**src/rtl/wb_arbiter_if.sv**
```systemverilog
// Writeback arbiter bus bundle: W-stage and multdiv result inputs, decode hazard
// checks, and the register file write port.
interface wb_arbiter_if;
    logic        wb_valid;
    logic [4:0]  wb_rd;
    logic [31:0] wb_data;
    logic        md_issue;
    logic [4:0]  md_issue_rd;
    logic        md_valid;
    logic [4:0]  md_rd;
    logic [31:0] md_data;
    logic        md_ready;
    logic [4:0]  chk_rs1;
    logic [4:0]  chk_rs2;
    logic [4:0]  chk_rd;
    logic        stall;
    logic [31:0] pending;
    logic        ctrl_writeEnable;
    logic [4:0]  ctrl_writeReg;
    logic [31:0] data_writeReg;

    modport master (
        output wb_valid, wb_rd, wb_data, md_issue, md_issue_rd,
               md_valid, md_rd, md_data, chk_rs1, chk_rs2, chk_rd,
        input  md_ready, stall, pending, ctrl_writeEnable, ctrl_writeReg, data_writeReg
    );

    modport slave (
        input  wb_valid, wb_rd, wb_data, md_issue, md_issue_rd,
               md_valid, md_rd, md_data, chk_rs1, chk_rs2, chk_rd,
        output md_ready, stall, pending, ctrl_writeEnable, ctrl_writeReg, data_writeReg
    );
endinterface

```
**src/rtl/wb_arbiter.sv**
```systemverilog
// Merges W-stage and multdiv results onto the single register file write port,
// buffering multdiv results and tracking in-flight multdiv destinations.
module wb_arbiter #(
    parameter int unsigned DEPTH = 2
) (
    input logic         clock,
    input logic         ctrl_reset_n,
    wb_arbiter_if.slave bus
);
    localparam int unsigned PW = $clog2(DEPTH);
    localparam int unsigned CW = $clog2(DEPTH + 1);

    logic [4:0]    rdMem   [DEPTH];
    logic [31:0]   dataMem [DEPTH];
    logic [PW-1:0] headPtr;
    logic [PW-1:0] tailPtr;
    logic [CW-1:0] count;
    logic [31:0]   pendingQ;
    logic [31:0]   pendingNext;

    logic          mdReady;
    logic          wbWrite;
    logic          fifoEmpty;
    logic          popHead;
    logic          cutThrough;
    logic          pushTail;
    logic          mdWrite;
    logic [4:0]    clearRd;
    logic [4:0]    headRd;
    logic [31:0]   headData;

    assign mdReady  = (count < CW'(DEPTH));
    assign headRd   = rdMem[headPtr];
    assign headData = dataMem[headPtr];

    // Port priority: W stage, then FIFO head, then multdiv cut-through.
    always_comb begin
        wbWrite    = bus.wb_valid && (bus.wb_rd != 5'd0);
        fifoEmpty  = (count == '0);
        popHead    = !wbWrite && !fifoEmpty;
        cutThrough = !wbWrite && fifoEmpty && bus.md_valid && (bus.md_rd != 5'd0);
        pushTail   = bus.md_valid && mdReady && (bus.md_rd != 5'd0) && !cutThrough;
        mdWrite    = popHead || cutThrough;
        clearRd    = popHead ? headRd : bus.md_rd;

        bus.ctrl_writeEnable = 1'b0;
        bus.ctrl_writeReg    = '0;
        bus.data_writeReg    = '0;
        if (wbWrite) begin
            bus.ctrl_writeEnable = 1'b1;
            bus.ctrl_writeReg    = bus.wb_rd;
            bus.data_writeReg    = bus.wb_data;
        end else if (popHead) begin
            bus.ctrl_writeEnable = 1'b1;
            bus.ctrl_writeReg    = headRd;
            bus.data_writeReg    = headData;
        end else if (cutThrough) begin
            bus.ctrl_writeEnable = 1'b1;
            bus.ctrl_writeReg    = bus.md_rd;
            bus.data_writeReg    = bus.md_data;
        end
    end

    // Set is applied after clear so a same-cycle reissue keeps the bit.
    always_comb begin
        pendingNext = pendingQ;
        if (mdWrite) begin
            pendingNext[clearRd] = 1'b0;
        end
        if (bus.md_issue && (bus.md_issue_rd != 5'd0)) begin
            pendingNext[bus.md_issue_rd] = 1'b1;
        end
        pendingNext[0] = 1'b0;
    end

    always_ff @(posedge clock) begin
        if (pushTail) begin
            rdMem[tailPtr]   <= bus.md_rd;
            dataMem[tailPtr] <= bus.md_data;
        end
    end

    always_ff @(posedge clock or negedge ctrl_reset_n) begin
        if (!ctrl_reset_n) begin
            headPtr  <= '0;
            tailPtr  <= '0;
            count    <= '0;
            pendingQ <= '0;
        end else begin
            if (popHead) begin
                headPtr <= headPtr + PW'(1);
            end
            if (pushTail) begin
                tailPtr <= tailPtr + PW'(1);
            end
            case ({pushTail, popHead})
                2'b10:   count <= count + CW'(1);
                2'b01:   count <= count - CW'(1);
                default: count <= count;
            endcase
            pendingQ <= pendingNext;
        end
    end

    assign bus.md_ready = mdReady;
    assign bus.pending  = pendingQ;
    assign bus.stall    = pendingQ[bus.chk_rs1] | pendingQ[bus.chk_rs2] | pendingQ[bus.chk_rd];
endmodule

```
**src/flat_wrapper.sv**
```systemverilog
// flat-port wrapper written by rule: the top's interface ports become plain ports
module wb_arbiter_flat 
#(
    parameter int unsigned DEPTH = 2
)
  (clock, ctrl_reset_n, bus_wb_valid, bus_wb_rd, bus_wb_data, bus_md_issue, bus_md_issue_rd, bus_md_valid, bus_md_rd, bus_md_data, bus_chk_rs1, bus_chk_rs2, bus_chk_rd, bus_md_ready, bus_stall, bus_pending, bus_ctrl_writeEnable, bus_ctrl_writeReg, bus_data_writeReg);
  wb_arbiter_if bus_i ();
  input logic clock;
  input logic ctrl_reset_n;
  input wire logic [$bits(bus_i.wb_valid)-1:0] bus_wb_valid;
  input wire logic [$bits(bus_i.wb_rd)-1:0] bus_wb_rd;
  input wire logic [$bits(bus_i.wb_data)-1:0] bus_wb_data;
  input wire logic [$bits(bus_i.md_issue)-1:0] bus_md_issue;
  input wire logic [$bits(bus_i.md_issue_rd)-1:0] bus_md_issue_rd;
  input wire logic [$bits(bus_i.md_valid)-1:0] bus_md_valid;
  input wire logic [$bits(bus_i.md_rd)-1:0] bus_md_rd;
  input wire logic [$bits(bus_i.md_data)-1:0] bus_md_data;
  input wire logic [$bits(bus_i.chk_rs1)-1:0] bus_chk_rs1;
  input wire logic [$bits(bus_i.chk_rs2)-1:0] bus_chk_rs2;
  input wire logic [$bits(bus_i.chk_rd)-1:0] bus_chk_rd;
  output wire logic [$bits(bus_i.md_ready)-1:0] bus_md_ready;
  output wire logic [$bits(bus_i.stall)-1:0] bus_stall;
  output wire logic [$bits(bus_i.pending)-1:0] bus_pending;
  output wire logic [$bits(bus_i.ctrl_writeEnable)-1:0] bus_ctrl_writeEnable;
  output wire logic [$bits(bus_i.ctrl_writeReg)-1:0] bus_ctrl_writeReg;
  output wire logic [$bits(bus_i.data_writeReg)-1:0] bus_data_writeReg;
  assign bus_i.wb_valid = bus_wb_valid;
  assign bus_i.wb_rd = bus_wb_rd;
  assign bus_i.wb_data = bus_wb_data;
  assign bus_i.md_issue = bus_md_issue;
  assign bus_i.md_issue_rd = bus_md_issue_rd;
  assign bus_i.md_valid = bus_md_valid;
  assign bus_i.md_rd = bus_md_rd;
  assign bus_i.md_data = bus_md_data;
  assign bus_i.chk_rs1 = bus_chk_rs1;
  assign bus_i.chk_rs2 = bus_chk_rs2;
  assign bus_i.chk_rd = bus_chk_rd;
  assign bus_md_ready = bus_i.md_ready;
  assign bus_stall = bus_i.stall;
  assign bus_pending = bus_i.pending;
  assign bus_ctrl_writeEnable = bus_i.ctrl_writeEnable;
  assign bus_ctrl_writeReg = bus_i.ctrl_writeReg;
  assign bus_data_writeReg = bus_i.data_writeReg;
  wb_arbiter #(.DEPTH(DEPTH)) u_core (.clock(clock), .ctrl_reset_n(ctrl_reset_n), .bus(bus_i));
endmodule
```
**config.mk**
```make
export PLATFORM = sky130hd
export DESIGN_NAME = wb_arbiter_flat
export DESIGN_NICKNAME = d
export VERILOG_FILES = /design/src/rtl/wb_arbiter_if.sv /design/src/rtl/wb_arbiter.sv /design/src/flat_wrapper.sv
export SDC_FILE = /design/constraint.sdc
export NUM_CORES = 1
export LEC_CHECK = 0
export BUFFER_PORTS_ARGS = -buffer_cell sky130_fd_sc_hd__buf_2
export CORE_ASPECT_RATIO = 0.5
export CORE_UTILIZATION = 33
export DETAILED_ROUTE_END_ITERATION = 10
export GPL_TIMING_DRIVEN = 0
export REMOVE_ABC_BUFFERS = 1
export SLEW_MARGIN = 20
export SYNTH_ARGS = -nofsm -noshare
export SYNTH_HDL_FRONTEND = slang
export SYNTH_SLANG_ARGS = --single-unit
```
**constraint.sdc**
```tcl
create_clock -name clock -period 7.2 [get_ports clock]
set_input_delay 1.44 -clock clock [delete_from_list [all_inputs] [get_ports clock]]
set_output_delay 1.44 -clock clock [all_outputs]
set_load 0.005 [all_outputs]
```
Yosys cells after proc, flatten, opt, wreduce, memory -nomap -nowiden
Memory sizes are Yosys's and may differ from the RTL's.
Cells that the tools add are included.
{"block": "classes", "addsub": 4, "n_reduce_logical": 20, "n_eq_ne": 2, "bitwise_logic": 5, "muxes": 25, "order_cmp": 8}
{"cell": "2-to-1 mux 32 bit", "count": 5}
{"cell": "AND 32 bit", "count": 1}
{"cell": "NOT 32 bit", "count": 1}
{"cell": "OR 32 bit", "count": 1}
{"cell": "less-than comparator 5 x 6 -> 1 bit, second input constant", "count": 5}
{"cell": "2-to-1 mux 5 bit", "count": 4}
{"cell": "binary-select mux 1 bit (select 5 bit)", "count": 3}
{"cell": "nonzero test 5 bit", "count": 3}
{"cell": "logical AND 1 bit", "count": 11}
{"cell": "demux 1 bit (select 5 bit)", "count": 2}
{"cell": ">= comparator 5 x 1 -> 1 bit, second input constant", "count": 2}
{"cell": "2-to-1 mux 1 bit", "count": 10}
{"cell": "case mux 2 bit (2 select lines)", "count": 1}
{"cell": "zero test 1 bit", "count": 3}
{"cell": "adder 1 bit, second input constant", "count": 2}
{"cell": "adder 2 x 1 -> 2 bit, second input constant", "count": 1}
{"cell": "== test 2 x 1 -> 1 bit, second input constant", "count": 1}
{"cell": "== test 2 bit, second input constant", "count": 1}
{"cell": "zero test 2 bit", "count": 1}
{"cell": "less-than comparator 2 bit, second input constant", "count": 1}
{"cell": "OR 1 bit", "count": 2}
{"cell": "nonzero test 2 bit", "count": 1}
{"cell": "subtractor 2 x 1 -> 2 bit, second input constant", "count": 1}
{"cell": "logical OR 1 bit", "count": 1}
{"block": "totals", "ff_bits": 35, "wordCells": 70, "in_bits": 99, "out_inout_bits": 72, "ram_bits": 74, "n_memories": 2}
{"name": "u_core.dataMem", "depth": 2, "word_bits": 32, "read_ports": 1, "rd_ports_with_merged_regs": 0, "write_ports": 1, "line": "wb_arbiter.sv:14", "source": "logic [31:0] dataMem [DEPTH];"}
{"name": "u_core.rdMem", "depth": 2, "word_bits": 5, "read_ports": 1, "rd_ports_with_merged_regs": 0, "write_ports": 1, "line": "wb_arbiter.sv:13", "source": "logic [4:0] rdMem [DEPTH];"}

Longest topological paths before layout
{"block": "logic_depth", "word_depth": 14, "ltp_mapped": 10, "ltp_nobuf": 7}

Worst setup path before layout
Ideal clock, no wire load.
{"block": "synth_path", "kind": "input-to-output", "startpoint": "input port bus_wb_rd[1]", "endpoint": "output port bus_data_writeReg[11]", "arrival_time_ns": 2.842, "path_stages": 5, "setup_slack_ns": 2.918, "path_buffers": 2, "path_cell_list": "or4_4 -> o21ai_2 -> buf_2 -> buf_1 -> a21oi_1"}
{"block": "synth_between", "elab_chain_len": 9, "word_cells_on_any_way": 10, "cone_classes": "mux (3); reduce/logical (7)"}
{"element": "start, declared", "line": "flat_wrapper.sv:11", "source": "input wire logic [$bits(bus_i.wb_rd)-1:0] bus_wb_rd;"}
{"element": "nonzero test 5 bit (*)", "line": "wb_arbiter.sv:38", "source": "wbWrite = bus.wb_valid && (bus.wb_rd != 5'd0);"}
{"element": "logical AND 1 bit (*)", "line": "wb_arbiter.sv:38"}
{"element": "zero test 1 bit", "line": "wb_arbiter.sv:40, wb_arbiter.sv:41"}
{"element": "logical AND 1 bit (3 in a row)", "line": "wb_arbiter.sv:41", "source": "cutThrough = !wbWrite && fifoEmpty && bus.md_valid && (bus.md_rd != 5'd0);"}
{"element": "2-to-1 mux 32 bit", "line": "wb_arbiter.sv:57", "source": "end else if (cutThrough) begin"}
{"element": "2-to-1 mux 32 bit", "line": "wb_arbiter.sv:53", "source": "end else if (popHead) begin"}
{"element": "2-to-1 mux 32 bit (*)", "line": "wb_arbiter.sv:49", "source": "if (wbWrite) begin"}
{"element": "end, declared", "line": "flat_wrapper.sv:26", "source": "output wire logic [$bits(bus_i.data_writeReg)-1:0] bus_data_writeReg;"}
Mark *: on every way between the ends. The rest lies on a longest branch, timed or not.

Worst setup path after layout
{"block": "layout_path", "startpoint": "input port bus_wb_rd[1]", "endpoint": "output port bus_data_writeReg[17]"}
The elaborated chain is that of the path after synthesis.

==> flow_metrics.tcl <==
set metrics [dict create \
    dp_hpwl_um 12100 \
    port_buffers 169 \
    n_fill_cell 1777 \
    finalHoldViolCount 0 \
    routed_wl_um 16620 \
    areaGrowthSynthToFinish_pct 23.63 \
    fin_tns_setup_ns 0 \
    synthCells 578 \
    period_share_pct 67.69 \
    timing.hold.ws_ns 0.5672 \
    wl_per_cell_um 17.20 \
    dr_wl_met3_um 880 \
    place.gp.congestion 0.9403 \
    ff2ff_path_depth 5 \
    drc 0 \
    clock_skew_ns 0.008107 \
    synth_cell_types 60 \
    wl_met1_um 8014 \
    vias 5239 \
    numCtsBuffers 9 \
    htree_levels 3 \
    setup_viol 0 \
    viasPerCell 5.423 \
    worstMarginPinSlew_ns 0.8378 \
    powerDensity_nw_per_um2 340.4 \
    finalInstanceArea_um2 7654 \
    clk_path_buf_depth 2 \
    cts_resized 0 \
    drive_above_1_share_pct 31.42 \
    initialDrtViolationCount 241 \
    dieHeight_um 98.85 \
    firstDrtPassIters 4 \
    cts_root_buf "clkbuf_16" \
    place_area_um2 7378 \
    worstPathArrival_ns 3.43 \
    clk_pin_slew_ns 0.07 \
    clkLatencyLatePin_ns 0.34 \
    p_total_mw 2.605 \
    postCtsSetupRepairBufs 0 \
    hp-start "u_core.tailPtr$_DFFE_PN0P_" \
    irDropWorstVdd_mv 0.1695 \
    slew_viol_final 0 \
    start_kind "primary input" \
    diodes 0 \
    p_leak_nw 3.089 \
    route.met2.wl_um 7516 \
    coreArea_um2 17870 \
    min_path_type "flip-flop to flip-flop" \
    antenna_found_initial 0 \
    rrSetupSlack_ns 4.60 \
    seq_area_frac_synth_pct 50.04 \
    avgSynthCellArea_um2 10.71 \
    slowest_delay_ns 0.57 \
    cp_num_cells 8 \
    cap_violations 0 \
    critPathCaptureType "primary output" \
    antenna_left 0 \
    die_width_um 195.7 \
    initial_core_util_pct 34.65 \
    ys_ff_latch 109 \
    gr-usage-all-layers_pct 17.31 \
    cp_max_fo 36 \
    final_nets 827 \
    crit_start "bus_wb_rd[1]" \
    syn_area_um2 6191 \
    cts_tree "done" \
    required_ns 5.76 \
    synth_edf_count 74 \
    grt_pass1_vias 4867 \
    synthArstFlopShare_pct 32.11 \
    pin_count 171 \
    rows 34 \
    grt_max_degree 41 \
    cts_sinks 109 \
    ys_warn_count 0 \
    hold_path_depth 1 \
    rsz0062_at_grt "false" \
    worst-path-buf-inv 4 \
    cp_top_family "compound AO/OA/AOI/OAI gates" \
    grt_first_pass_wirelength_um 26400 \
    die-area_um2 19340 \
    top_layer "met4" \
    slew_headroom_pct 42.70 \
    reg2reg_from "u_core.headPtr$_DFFE_PN0N_" \
    cp_slowest_cell "or4_4" \
    grt_overflow 0 \
    crit_path_cell_trace "buf_2, or4_4, o21ai_4, buf_16, buf_16, nor2_1, a21oi_1, buf_2" \
    period_needed_ns 4.874 \
    cts_hold_buf 0 \
    critPathKind "primary input to primary output" \
    fmax_ghz 0.2052 \
    ys.flop_type "edfxtp_1" \
    status "completed" \
]
[layer usage]
layer / vias to the layer above / track usage [%]
met2: 171 / 28.49
li1: 2525 / -
met5: - / 0
met1: 2527 / 23.93
met4: 0 / 3.666
met3: 16 / 3.149
[power by group]
| part | internal, mW | switching [mW] |
|---|---|---|
| registers | 0.844 | 0.236 |
| clock network | 0.236 | 0.228 |
| logic | 0.535 | 0.526 |
| total | 1.62 | 0.990 |
[worst reg2reg max path, cell delays in order, from the launching register on]
cell	delay, ns
dfrtp_4	0.90
mux2i_1	0.62
nand2_1	0.16
nor4_1	0.34
o21ai_0	0.21
a22o_1	0.24
[kinds of logic after synthesis]
family          Yosys count  share of synthesized area [%]
buf+inv                  63                          4.163
simple gates            157                          12.65
fa+ha+maj                 1                         0.2021
mux                      68                          13.82
xor+xnor                  5                         0.7073
compound gates          174                          18.35
other cells               1                        0.06057
flops                   109                          50.04
[per-stage QoR]
| stage | util (%) | instances | setup WS [ns] |
|---|---|---|---|
| 4_1_cts | 42.84 | 966 | 2.327 |
| 2_1_floorplan | - | 540 | 1.917 |
| 5_1_grt | 42.84 | 966 | 2.196 |
| 6_report | 42.84 | 966 | 2.326 |
| 3_3_place_gp | 40.11 | 943 | 0.1008 |
| 3_5_place_dp | 41.30 | 950 | 2.328 |
[cells in the final DEF, fill, tap and decap left out, types with 13 or more instances in the layout]
master / synthesis / final
edfxtp_1: 74 / 74
a22o_1: 18 / 18
a31oi_1: 34 / 34
o21ai_0: 17 / 17
buf_2: 14 / 169
mux2i_1: 45 / 45
mux4_2: 13 / 13
dfrtp_1: 35 / 34
o22ai_1: 18 / 18
a21oi_1: 53 / 53
nor2_1: 85 / 82
nand2_1: 14 / 14
inv_1: 25 / 25
[registers in the layout, indices dropped and copies added, names as in the netlist]
| register | flops |
|---|---|
| u_core.dataMem | 64 |
| u_core.bus.pending | 31 |
| u_core.rdMem | 10 |
| u_core.count | 2 |
| u_core.headPtr | 1 |
| u_core.tailPtr | 1 |
[final cells by class]
class | instances | area, um2 | share of cell area [%]
well taps | 234 | 292.8 | 3.825
clock inverters | 7 | 50.05 | 0.6539
flip-flops and latches | 109 | 3102 | 40.53
repair buffers | 176 | 1023 | 13.37
multi-input cells | 406 | 2867 | 37.45
inverters | 25 | 93.84 | 1.226
clock buffers | 9 | 225.2 | 2.943
[cells in the mapped netlist (all sizes together) (2+ instances only)]
cell / number / share of area (%)
mux2: 10 / 1.8
nor4: 3 / 0.51
a21oi: 53 / 4.3
a31oi: 34 / 3.4
buf: 20 / 1.6
or2: 3 / 0.30
xnor2: 4 / 0.57
a311oi: 3 / 0.42
o2111ai: 6 / 0.85
nor4b: 3 / 0.42
nand4: 4 / 0.40
dfrtp: 35 / 14
o22ai: 18 / 1.8
edfxtp: 74 / 36
nand3b: 8 / 0.97
nand2b: 2 / 0.20
nand3: 7 / 0.57
o21ai: 18 / 1.5
inv: 25 / 1.5
o21a: 2 / 0.36
mux4: 13 / 4.7
a22o: 18 / 2.5
clkbuf: 18 / 1.1
nor2b: 7 / 0.71
a2111oi: 7 / 0.99
nor2: 85 / 5.2
or4: 3 / 0.49
nand2: 14 / 0.85
mux2i: 45 / 7.3
a221oi: 3 / 0.42
a22oi: 2 / 0.24
nor3b: 5 / 0.61
nor3: 6 / 0.57
[worst paths after layout]
path	endpoint
max in group asynchronous	u_core.headPtr$_DFFE_PN0N_
min in group asynchronous	u_core.bus.pending[25]$_DFF_PN0_
setup / recovery	bus_data_writeReg[17]
hold / removal	u_core.tailPtr$_DFFE_PN0P_
setup reg to reg	u_core.bus.pending[1]$_DFF_PN0_
hold reg to reg	u_core.tailPtr$_DFFE_PN0P_
(Power assumes the default switching activity.)
